## src/rtl/n15_qspi_xip_arbiter.sv

```systemverilog
// n15_qspi_xip_arbiter: round-robin two-port arbiter sequencing one quad-I/O EBh flash read per grant
module n15_qspi_xip_arbiter #(
  parameter logic [7:0] RD_CMD      = 8'hEB,
  parameter int         DUMMY_SCK   = 4,
  parameter int         CS_HIGH_CYC = 4
) (
  input  logic        clk,
  input  logic        rst,
  input  logic        req0_valid,
  input  logic [23:0] req0_addr,
  output logic        req0_ready,
  output logic        resp0_valid,
  input  logic        req1_valid,
  input  logic [23:0] req1_addr,
  output logic        req1_ready,
  output logic        resp1_valid,
  output logic [31:0] resp_data,
  output logic        busy,
  output logic        FSCK,
  output logic        FCEN,
  output logic [3:0]  FDO,
  output logic        FDOEN,
  input  logic [3:0]  FDI
);
  typedef enum logic [2:0] {IDLE, CMD, ADDR, MODE, DUMMY, DATA, GAP} state_t;
  state_t state, nstate;
  logic [3:0] cnt, ncnt, len;
  logic [15:0] gap;
  logic ph, last_grant, grant, gnt, acc, last_sck;
  logic [23:0] addr, ash;
  logic [27:0] sh;
  logic [31:0] full, word;
  logic [4:0] nxt_pins;
  always_comb begin
    grant = (req0_valid && req1_valid) ? ~last_grant : req1_valid;
    acc = state == IDLE && (req0_valid || req1_valid);
    req0_ready = acc && !grant;
    req1_ready = acc && grant;
    len = state == CMD ? 4'd8 : state == ADDR ? 4'd6 : state == MODE ? 4'd2 :
          state == DUMMY ? 4'(DUMMY_SCK) : 4'd8;
    last_sck = cnt == len - 4'd1;
    nstate = last_sck ? state_t'(state + 3'd1) : state;
    ncnt = last_sck ? 4'd0 : cnt + 4'd1;
    ash = addr >> {3'(3'd5 - ncnt[2:0]), 2'b00};
    nxt_pins = nstate == CMD  ? {4'b1111, RD_CMD[~ncnt[2:0]]} :
               nstate == ADDR ? {1'b1, ash[3:0]} :
               nstate == MODE ? 5'b10000 : 5'b01111;
    // first nibble received is the high nibble of the byte at the lowest address
    full = {sh, FDI};
    word = {full[7:0], full[15:8], full[23:16], full[31:24]};
  end
  assign busy = state != IDLE;
  always_ff @(posedge clk or posedge rst)
    if (rst) begin
      state <= IDLE;
      cnt <= '0;
      gap <= '0;
      ph <= 1'b0;
      last_grant <= 1'b1;
      gnt <= 1'b0;
      addr <= '0;
      sh <= '0;
      resp_data <= '0;
      resp0_valid <= 1'b0;
      resp1_valid <= 1'b0;
      FCEN <= 1'b1;
      FSCK <= 1'b0;
      FDO <= 4'hF;
      FDOEN <= 1'b0;
    end else begin
      resp0_valid <= 1'b0;
      resp1_valid <= 1'b0;
      if (state == IDLE) begin
        if (acc) begin
          state <= CMD;
          cnt <= '0;
          ph <= 1'b0;
          gnt <= grant;
          last_grant <= grant;
          addr <= {grant ? req1_addr[23:2] : req0_addr[23:2], 2'b00};
          FCEN <= 1'b0;
          {FDOEN, FDO} <= {4'b1111, RD_CMD[7]};
        end
      end else if (state == GAP) begin
        gap <= gap + 16'd1;
        if (gap == 16'(CS_HIGH_CYC - 1)) state <= IDLE;
      end else if (!ph) begin
        ph <= 1'b1;
        FSCK <= 1'b1;
      end else begin
        ph <= 1'b0;
        FSCK <= 1'b0;
        if (state == DATA) sh <= full[27:0];
        if (state == DATA && last_sck) begin
          state <= GAP;
          gap <= '0;
          FCEN <= 1'b1;
          {FDOEN, FDO} <= 5'b01111;
          resp_data <= word;
          resp0_valid <= !gnt;
          resp1_valid <= gnt;
        end else begin
          state <= nstate;
          cnt <= ncnt;
          {FDOEN, FDO} <= nxt_pins;
        end
      end
    end
endmodule

```

## config.mk

```make
export PLATFORM = sky130hd
export DESIGN_NAME = n15_qspi_xip_arbiter
export DESIGN_NICKNAME = d
export VERILOG_FILES = /design/src/rtl/n15_qspi_xip_arbiter.sv
export SDC_FILE = /design/constraint.sdc
export NUM_CORES = 1
export LEC_CHECK = 0
export ABC_AREA = 1
export CORE_MARGIN = 2
export CORE_UTILIZATION = 49
export CTS_BUF_LIST = sky130_fd_sc_hd__clkbuf_2
export DETAILED_ROUTE_END_ITERATION = 10
export GPL_TIMING_DRIVEN = 0
export HOLD_SLACK_MARGIN = 0.06
export PLACE_DENSITY = 0.82
export SYNTH_ARGS = -nofsm -noshare
export SYNTH_HDL_FRONTEND = slang
export SYNTH_SLANG_ARGS = --single-unit
```

## constraint.sdc

```tcl
create_clock -name clk -period 3.9 [get_ports clk]
set_input_delay 0.975 -clock clk [delete_from_list [all_inputs] [get_ports clk]]
set_output_delay 0.975 -clock clk [all_outputs]
set_load 0.02 [all_outputs]
```

* Word-level counts from Yosys, hierarchy flattened
Memory sizes are Yosys's and may differ from the RTL's. Cells that the tools add are included.
Word-level totals: bits in registers 117, bits in read-only memories 8, input port bits 56, output and inout bits 44, word-level logic and storage cells 119, memories 1
Operators by class: $add $sub $neg 5, order comparisons 1, eq/ne operators 15, shift operators 1, mux-type cells 52, bitwise gates (word level) 4, reductions and logical operators 25
Memories:
- (no name shown) | words 8, bits a word 1, rd ports 1, clocked after Yosys merged registers in 0, wr ports 0, RTL line 45 | nxt_pins = nstate == CMD ? {4'b1111, RD_CMD[~ncnt[2:0]]} :
Operators by type and width (count):
- 4-bit two-way mux | 15
- 16-bit two-way mux | 3
- 24-bit by 5-bit right shift with 4-bit output | 1
- 1-bit two-way mux | 23
- 22-bit two-way mux | 1
- 3-bit two-way mux | 7
- 16-bit by 1-bit adder with 16-bit output (second input constant) | 1
- 16-bit by 2-bit equality test with 1-bit output (second input constant) | 1
- 4-bit AND reduction | 4
- 5-bit two-way mux | 3
- 3-bit by 2-bit equality test with 1-bit output (second input constant) | 4
- 3-bit equality test (second input constant) | 3
- 3-bit AND reduction | 3
- 2-bit nonzero test | 4
- 3-bit by 1-bit equality test with 1-bit output (second input constant) | 2
- 2-bit != test (second input constant) | 3
- 2-bit AND reduction | 3
- 3-bit nonzero test | 2
- 1-bit logical AND | 5
- 4-bit by 1-bit adder with 4-bit output (second input constant) | 1
- 4-bit equality test | 1
- 3-bit by 4-bit less-than comparator with 1-bit output (second input constant) | 1
- 4-bit by 1-bit subtractor with 4-bit output (second input constant) | 1
- 3-bit by 1-bit adder with 3-bit output (second input constant) | 1
- 7 further kinds | 10

* Logic depth before layout (Yosys ltp)
Gate-level depths: netlist of the first run.
word-level depth 16, mapped depth 18, depth with buffers taken out 18

* Worst setup path after synthesis of the first run
Ideal clock, no wire load.
kind input-to-output, from input port req0_valid, to output port req1_ready, data arrival time 1754 ps, required time 2925 ps, setup slack 1171 ps, stages on the path 4, buffers on the path 1, cells stage by stage nand2_1 -> nand2_1 -> nor2_1 -> clkbuf_1
On the way: word-level cells in the longest chain between the ends 3, elaborated cells between the ends (all ways) 5, classes of those cells 1 x mux; 4 x reduce/logical
RTL lines:
- from (decl) | RTL line 9 | input logic req0_valid,
- 1-bit logical AND or 1-bit logical OR (tied branches) | RTL line 35, 36
- 1-bit two-way mux or 1-bit logical AND (tied branches) | RTL line 35, 36
- 1-bit logical AND * | RTL line 38 | req1_ready = acc && grant;
- to (decl) | RTL line 15 | output logic req1_ready,
Mark *: on every way between the ends. The rest lies on a longest branch, timed or not.

* Worst setup path after layout of the first run
from register state[0], to output port req0_ready
On the way: word-level cells in the longest chain between the ends 3
RTL lines:
- from (decl) | RTL line 26 | state_t state, nstate;
- from (signal assigned) | RTL line 103 | state <= nstate;
- 3-bit logical NOT | RTL line 36 | acc = state == IDLE && (req0_valid || req1_valid);
- 1-bit logical AND | RTL line 36
- 1-bit logical AND | RTL line 37 | req0_ready = acc && !grant;
- to (decl) | RTL line 11 | output logic req0_ready,
Every way passes these cells.

==> impl_metrics.env, run 1 <==
export IMPL_via_count=4894
export IMPL_area_delta_synth_final_pct=25.4
export IMPL_grt_start_max_net_pins=43
export IMPL_fillCellCount=962
export IMPL_status="finished, final reports clean"
export IMPL_route_detailed_drc=0
export IMPL_required_ps=2920
export IMPL_leakage_nw=3.28
export IMPL_slowest_stage="dfrtp_1"
export IMPL_drv_slew=0
export IMPL_clk_latency_ps=690
export IMPL_hold_path_class="reg2reg"
export IMPL_r2r_start="state[0]"
export IMPL_vias_per_cell=5.25
export IMPL_synth_top_area_cell="dfrtp_1"
export IMPL_cts_setup_buffers=0
export IMPL_numClockSinks=117
export IMPL_worst_pin_slew_ps=839
export IMPL_intPower_w=0.00204
export IMPL_die_h_um=111
export IMPL_seq_area_frac_synth_pct=52.8
export IMPL_crit_path_max_fanout=10
export IMPL_arrival_ps=2690
export IMPL_numCtsBuffers=17
export IMPL_drive_gt1_share_pct=10.5
export IMPL_synthArstFlopShare_pct=100
export IMPL_synth_nets=729
export IMPL_swShare_pct=39.7
export IMPL_grt_use_total_pct=23.2
export IMPL_path_class="reg2out"
export IMPL_cts_buffer_depth=2
export IMPL_synthesis_area_mm2=0.00556
export IMPL_synth_area_leaders="dfrtp_1 (50%), nand2_1 (15%), o21ai_0 (6.7%)"
export IMPL_rows=38
export IMPL_holdWs_ps=413
export IMPL_startpoint_type="register"
export IMPL_synth_edff_count=0
export IMPL_nets=845
export IMPL_dieArea_mm2=0.0122
export IMPL_synth_cell_type_count=38
export IMPL_mostFrequentLayoutCells="nand2_1 (222), dfrtp_1 (110), clkdlybuf4s50_1 (93)"
export IMPL_drt_iter0_drc=285
export IMPL_reg2reg_depth=16
export IMPL_fin_crit_sh_pct=94.0
export IMPL_grt_pass1_vias=4877
export IMPL_layout_commonest_cell="nand2_1"
export IMPL_yosysWarnings=0
export IMPL_critPathMaxStageDelay_ps=470
export IMPL_place_congestion=0.918
export IMPL_hpwl_um=9980
export IMPL_clkSlewWorstSetupHoldPaths_ps=170
export IMPL_htree_levels=4
export IMPL_cap_violations=0
export IMPL_die_width_um=111
export IMPL_regToRegSetupSlack_ps=1190
export IMPL_hp_start="gnt"
export IMPL_io_pins=100
export IMPL_ir_drop_v=0.000374
export IMPL_fin_util_pct=63.8
export IMPL_core_mm2=0.0109
export IMPL_final_setup_tns_ps=0
export IMPL_antenna_left=0
export IMPL_grt_ovfl_total=0
export IMPL_routed_wl_um=13500
export IMPL_p_seq_share_pct=44.7
export IMPL_p_comb_share_pct=33.9
export IMPL_ys_ff_latch=117
export IMPL_max_clock_freq_mhz=273
export IMPL_max_slew_margin_pct=43.9
export IMPL_rsz0062_at_grt="false"
export IMPL_start_util_pct=50.9
export IMPL_cts_root_buf="clkbuf_2"
export IMPL_synthCells=663
export IMPL_p_sw_w=0.00134
export IMPL_min_to="resp0_valid"
export IMPL_hold_viol=0
export IMPL_clock_skew_ps=34.4
export IMPL_rr_endpoint="resp_data[30]"
export IMPL_synth_top_flop_cell="dfrtp_1"
export IMPL_drtPass1Iterations=5
export IMPL_grt_pass1_wl_um=23000
export IMPL_synth_top_area_share_pct=49.9
export IMPL_path_common_cell="inv_2"
export IMPL_antenna_cells=0
export IMPL_routedWlPerCell_um=14.5
export IMPL_setup_violations=0
export IMPL_cp_end_kind="output pin"
export IMPL_period_minus_slack_ps=3670
export IMPL_cts_tree="built"
export IMPL_antenna_found_initial=0
export IMPL_clkPwrFrac_pct=21.3
export IMPL_path_cells="inv_2 > ha_1 > inv_1 > nor2_4 > inv_2 > nor2_2 > inv_2 > a21oi_4 > buf_6 > clkdlybuf4s15_2"
export IMPL_p_per_area_mw_per_mm2=485
export IMPL_hold_depth=1
export IMPL_syn_area_per_cell_um2=8.39
export IMPL_io_buffers=95
logic make-up after synthesis:
| logic type | count (synthesis) | synth area share (%) |
|---|---|---|
| buffers and inverters | 98 | 7.06 |
| muxes | 4 | 0.877 |
| and+or+nand+nor | 320 | 25.0 |
| DFF | 117 | 52.8 |
| adders and majority gates | 10 | 2.25 |
| xor gates and xnor gates | 16 | 2.52 |
| AOI/OAI and AO/OA | 98 | 9.54 |
power by group through the flow:
stage          registers, W  logic (W)  clock network [W]
3_3_place_gp        0.00153    0.00108                  0
4_1_cts             0.00151    0.00113           0.000738
6_report            0.00151    0.00115           0.000721
3_5_place_dp        0.00153    0.00112                  0
5_1_grt             0.00153    0.00129           0.000796
2_1_floorplan       0.00152   0.000756                  0
Yosys cell counts (2+ instances only):
| library cell | count |
|---|---|
| o22ai_1 | 8 |
| a21oi_1 | 4 |
| a21boi_1 | 4 |
| nand2_2 | 2 |
| nor4_1 | 3 |
| xor2_1 | 16 |
| dfstp_2 | 6 |
| nand2_1 | 222 |
| buf_6 | 2 |
| o21ai_1 | 2 |
| nand4_1 | 13 |
| nand3_1 | 44 |
| nand2_4 | 3 |
| or2_2 | 5 |
| o21ai_0 | 74 |
| mux2_1 | 3 |
| clkbuf_1 | 15 |
| ha_1 | 10 |
| buf_2 | 6 |
| inv_2 | 7 |
| nor2_1 | 15 |
| inv_1 | 66 |
| nor2_4 | 2 |
| nor3_1 | 7 |
| dfrtp_1 | 111 |
through the flow:
step	setup slack, ps	cells	area, µm²	power (W)
final	234	932	6980	0.00338
after global routing	17.0	932	6980	0.00362
after CTS	11.1	932	6970	0.00338
after detailed placement	-296	900	6730	0.00265
after global placement	-271	898	6690	0.00260
after floorplan	1170	663	5570	0.00227
state kept, by name (all words and copies together), names as in the netlist:
name,flops
FCEN,1
FDO,4
FDOEN,1
FSCK,1
addr,22
cnt,4
gap,16
gnt,1
last_grant,1
ph,1
resp0_valid,1
resp1_valid,1
resp_data,32
sh,28
state,3
critical path, delay by kind of cell, from the launching register on:
kind | cells | cell delay (ps)
flip-flops | 1 | 470
AND/OR/NAND/NOR | 2 | 320
adder cells (fa/ha/maj) | 1 | 150
buffers and inverters | 6 | 840
AO/OA/AOI/OAI | 1 | 230
per-layer routing:
| layer | global-route usage (%) | share of wire (%) | up-vias |
|---|---|---|---|
| li1 | - | - | 2369 |
| met1 | 30.6 | 45 | 2363 |
| met2 | 36.5 | 48 | 141 |
| met3 | 6.53 | 5.5 | 21 |
| met4 | 9.08 | 1.9 | 0 |
| met5 | 0 | 0 | - |
cell type report:
type                            instances  area, µm²  share of cell area, %
Sequential cell                       117       2940                   42.1
Multi-Input combinational cell        448       2250                   32.3
Timing Repair Buffer                   97        995                   14.3
Inverter                               74        284                   4.07
Tap cell                              140        175                   2.51
Clock inverter                         15        128                   1.83
Buffer                                 24        120                   1.72
Clock buffer                           17       85.1                   1.22
worst max-delay path by stage:
stage	depth (start not counted)	start	end	slack, ps
floorplan	4	req0_valid	req1_ready	1170
global placement	7	req1_valid	req0_ready	-270
detailed placement	7	req1_valid	req0_ready	-300
CTS	10	state[1]	req0_ready	10
global route	10	state[0]	req0_ready	20
finish	10	state[0]	req0_ready	230
repair_timing:
item | in CTS | in global routing
hold endpoints to repair | 0 | 0
hold buffers | 0 | 0
gates resized for setup | 8 | 6
setup endpoints to repair | 2 | 2
Power figures use the tool's default switching activity.
==> inputs of run 2 (changes only) <==
--- a/config.mk
+++ b/config.mk
@@ -7,12 +7,12 @@
 export LEC_CHECK = 0
 export ABC_AREA = 1
 export CORE_MARGIN = 2
-export CORE_UTILIZATION = 49
+export CORE_UTILIZATION = 50
 export CTS_BUF_LIST = sky130_fd_sc_hd__clkbuf_2
 export DETAILED_ROUTE_END_ITERATION = 10
 export GPL_TIMING_DRIVEN = 0
 export HOLD_SLACK_MARGIN = 0.06
-export PLACE_DENSITY = 0.82
+export PLACE_DENSITY = 0.81
 export SYNTH_ARGS = -nofsm -noshare
 export SYNTH_HDL_FRONTEND = slang
 export SYNTH_SLANG_ARGS = --single-unit
==> constraint.sdc (replaced) <==
create_clock -name clk -period 4.2 [get_ports clk]
set_input_delay 1.05 -clock clk [delete_from_list [all_inputs] [get_ports clk]]
set_output_delay 1.05 -clock clk [all_outputs]
set_load 0.02 [all_outputs]
==> impl_metrics.env, run 2 (synthesis results as in run 1) <==
export IMPL_max_slew_margin_pct=62.1
export IMPL_layout_commonest_cell="nand2_1"
export IMPL_dieArea_mm2=0.0120
export IMPL_cts_resized=4
export IMPL_rows=38
export IMPL_leakage_nw=3.28
export IMPL_numCtsBuffers=17
export IMPL_rsz0062_at_grt="false"
export IMPL_route_detailed_drc=0
export IMPL_p_per_area_mw_per_mm2=474
export IMPL_via_count=4936
export IMPL_grt_ovfl_total=0
export IMPL_status="finished, final reports clean"
export IMPL_hold_viol=0
export IMPL_cts_tree="built"
export IMPL_routed_wl_um=13900
export IMPL_die_h_um=109
export IMPL_clock_skew_ps=30.5
export IMPL_cts_root_buf="clkbuf_2"
export IMPL_place_congestion=0.914
export IMPL_period_minus_slack_ps=3980
export IMPL_drtPass1Iterations=6
export IMPL_antenna_cells=0
export IMPL_grt_pass1_wl_um=23000
export IMPL_clkSlewWorstSetupHoldPaths_ps=180
export IMPL_antenna_found_initial=0
export IMPL_required_ps=3150
export IMPL_hold_buffers=0
export IMPL_vias_per_cell=5.30
export IMPL_antenna_left=0
export IMPL_start_util_pct=51.3
export IMPL_largestRegisters="resp_data: 32 flops, sh: 28 flops, addr: 22 flops"
export IMPL_path_class="reg2out"
export IMPL_r2r_start="state[0]"
export IMPL_endpoint="req1_ready"
export IMPL_grt_use_total_pct=25.0
export IMPL_cts_buffer_depth=2
export IMPL_grt_start_max_net_pins=76
export IMPL_mostFrequentLayoutCells="nand2_1 (222), dfrtp_1 (111), clkdlybuf4s50_1 (94)"
export IMPL_pre_cts_ws_ps=-116
export IMPL_core_mm2=0.0108
export IMPL_arrival_ps=2930
export IMPL_reg2reg_depth=16
export IMPL_largest_register="resp_data"
export IMPL_place_inst=899
export IMPL_largest_register_ffs=32
export IMPL_clk_latency_ps=710
export IMPL_numClockSinks=117
export IMPL_drive_gt1_share_pct=9.36
export IMPL_htree_levels=4
export IMPL_startpoint_type="register"
export IMPL_rr_endpoint="resp_data[31]"
export IMPL_fillCellCount=884
export IMPL_setup_violations=0
export IMPL_crit_path_max_fanout=10
export IMPL_cp_end_kind="output pin"
export IMPL_max_clock_freq_mhz=251
export IMPL_io_buffers=95
export IMPL_grt_pass1_vias=4889
export IMPL_die_width_um=109
export IMPL_regToRegSetupSlack_ps=1400
export IMPL_hold_path_class="reg2reg"
export IMPL_cap_violations=0
export IMPL_critical_path_startpoint="state[1]"
export IMPL_drv_slew=0
export IMPL_routedWlPerCell_um=15.0
export IMPL_fin_crit_sh_pct=94.8
export IMPL_worst_pin_slew_ps=568
export IMPL_area_delta_synth_final_pct=25.9
export IMPL_finalNonFillerCells=931
export IMPL_nets=844
export IMPL_cts_setup_buffers=0
export IMPL_ir_drop_v=0.000308
export IMPL_setup_ws_ps=219
export IMPL_drt_iter0_drc=486
export IMPL_hpwl_um=10100
export IMPL_io_pins=100
==> run 2: worst min-delay path by stage <==
stage	start	to	slack, ps	cells after the start
floorplan	gnt	resp0_valid	400	1
global route	gnt	resp0_valid	480	1
global placement	gnt	resp0_valid	410	1
finish	gnt	resp0_valid	470	1
CTS	gnt	resp0_valid	470	1
detailed placement	gnt	resp0_valid	430	1
==> run 2: critical path: stages, from the launching register on <==
cell and delay, ps:
dfrtp_1 490, inv_1 160, ha_1 160, inv_1 70, nor2_4 160, inv_2 100
nor2_4 190, clkbuf_2 250, clkdlybuf4s50_1 650
==> run 2: cell type report <==
type	instances	area, µm²	share of cell area (%)
Buffer	24	116	1.66
Multi-Input combinational cell	448	2250	32.1
Inverter	74	283	4.04
Timing Repair Buffer	96	973	13.9
Tap cell	140	175	2.50
Sequential cell	117	2940	41.9
Clock buffer	18	90.1	1.29
Clock inverter	14	181	2.59
==> run 2: per-stage QoR <==
step                total power (W)  hold WS, ps  util, %  setup TNS, ps  area [µm²]
floorplan                   0.00211          403        -              0        5560
global placement            0.00241          410     61.7        -159150        6690
detailed placement          0.00246          427     62.0           -116        6720
CTS                         0.00331          468     64.6              0        7000
global route                0.00352          485     64.6              0        7000
finish                      0.00332          473     64.6              0        7000
==> run 2: metal layers <==
| metal | up-vias | track usage (%) | part of all wire (%) |
|---|---|---|---|
| met2 | 178 | 40.4 | 50 |
| met1 | 2366 | 33.0 | 43 |
| met5 | - | 0 | 0 |
| met3 | 22 | 5.81 | 6.0 |
| met4 | 0 | 8.77 | 1.5 |
| li1 | 2370 | - | - |
==> run 2: power breakdown <==
group / switching [W] / leakage, nW / internal [W] / total (W)
sequential: 0.000112 / 1.54 / 0.00129 / 0.00141
clock: 0.000453 / 0.155 / 0.000391 / 0.000844
combinational: 0.000696 / 1.59 / 0.000377 / 0.00107
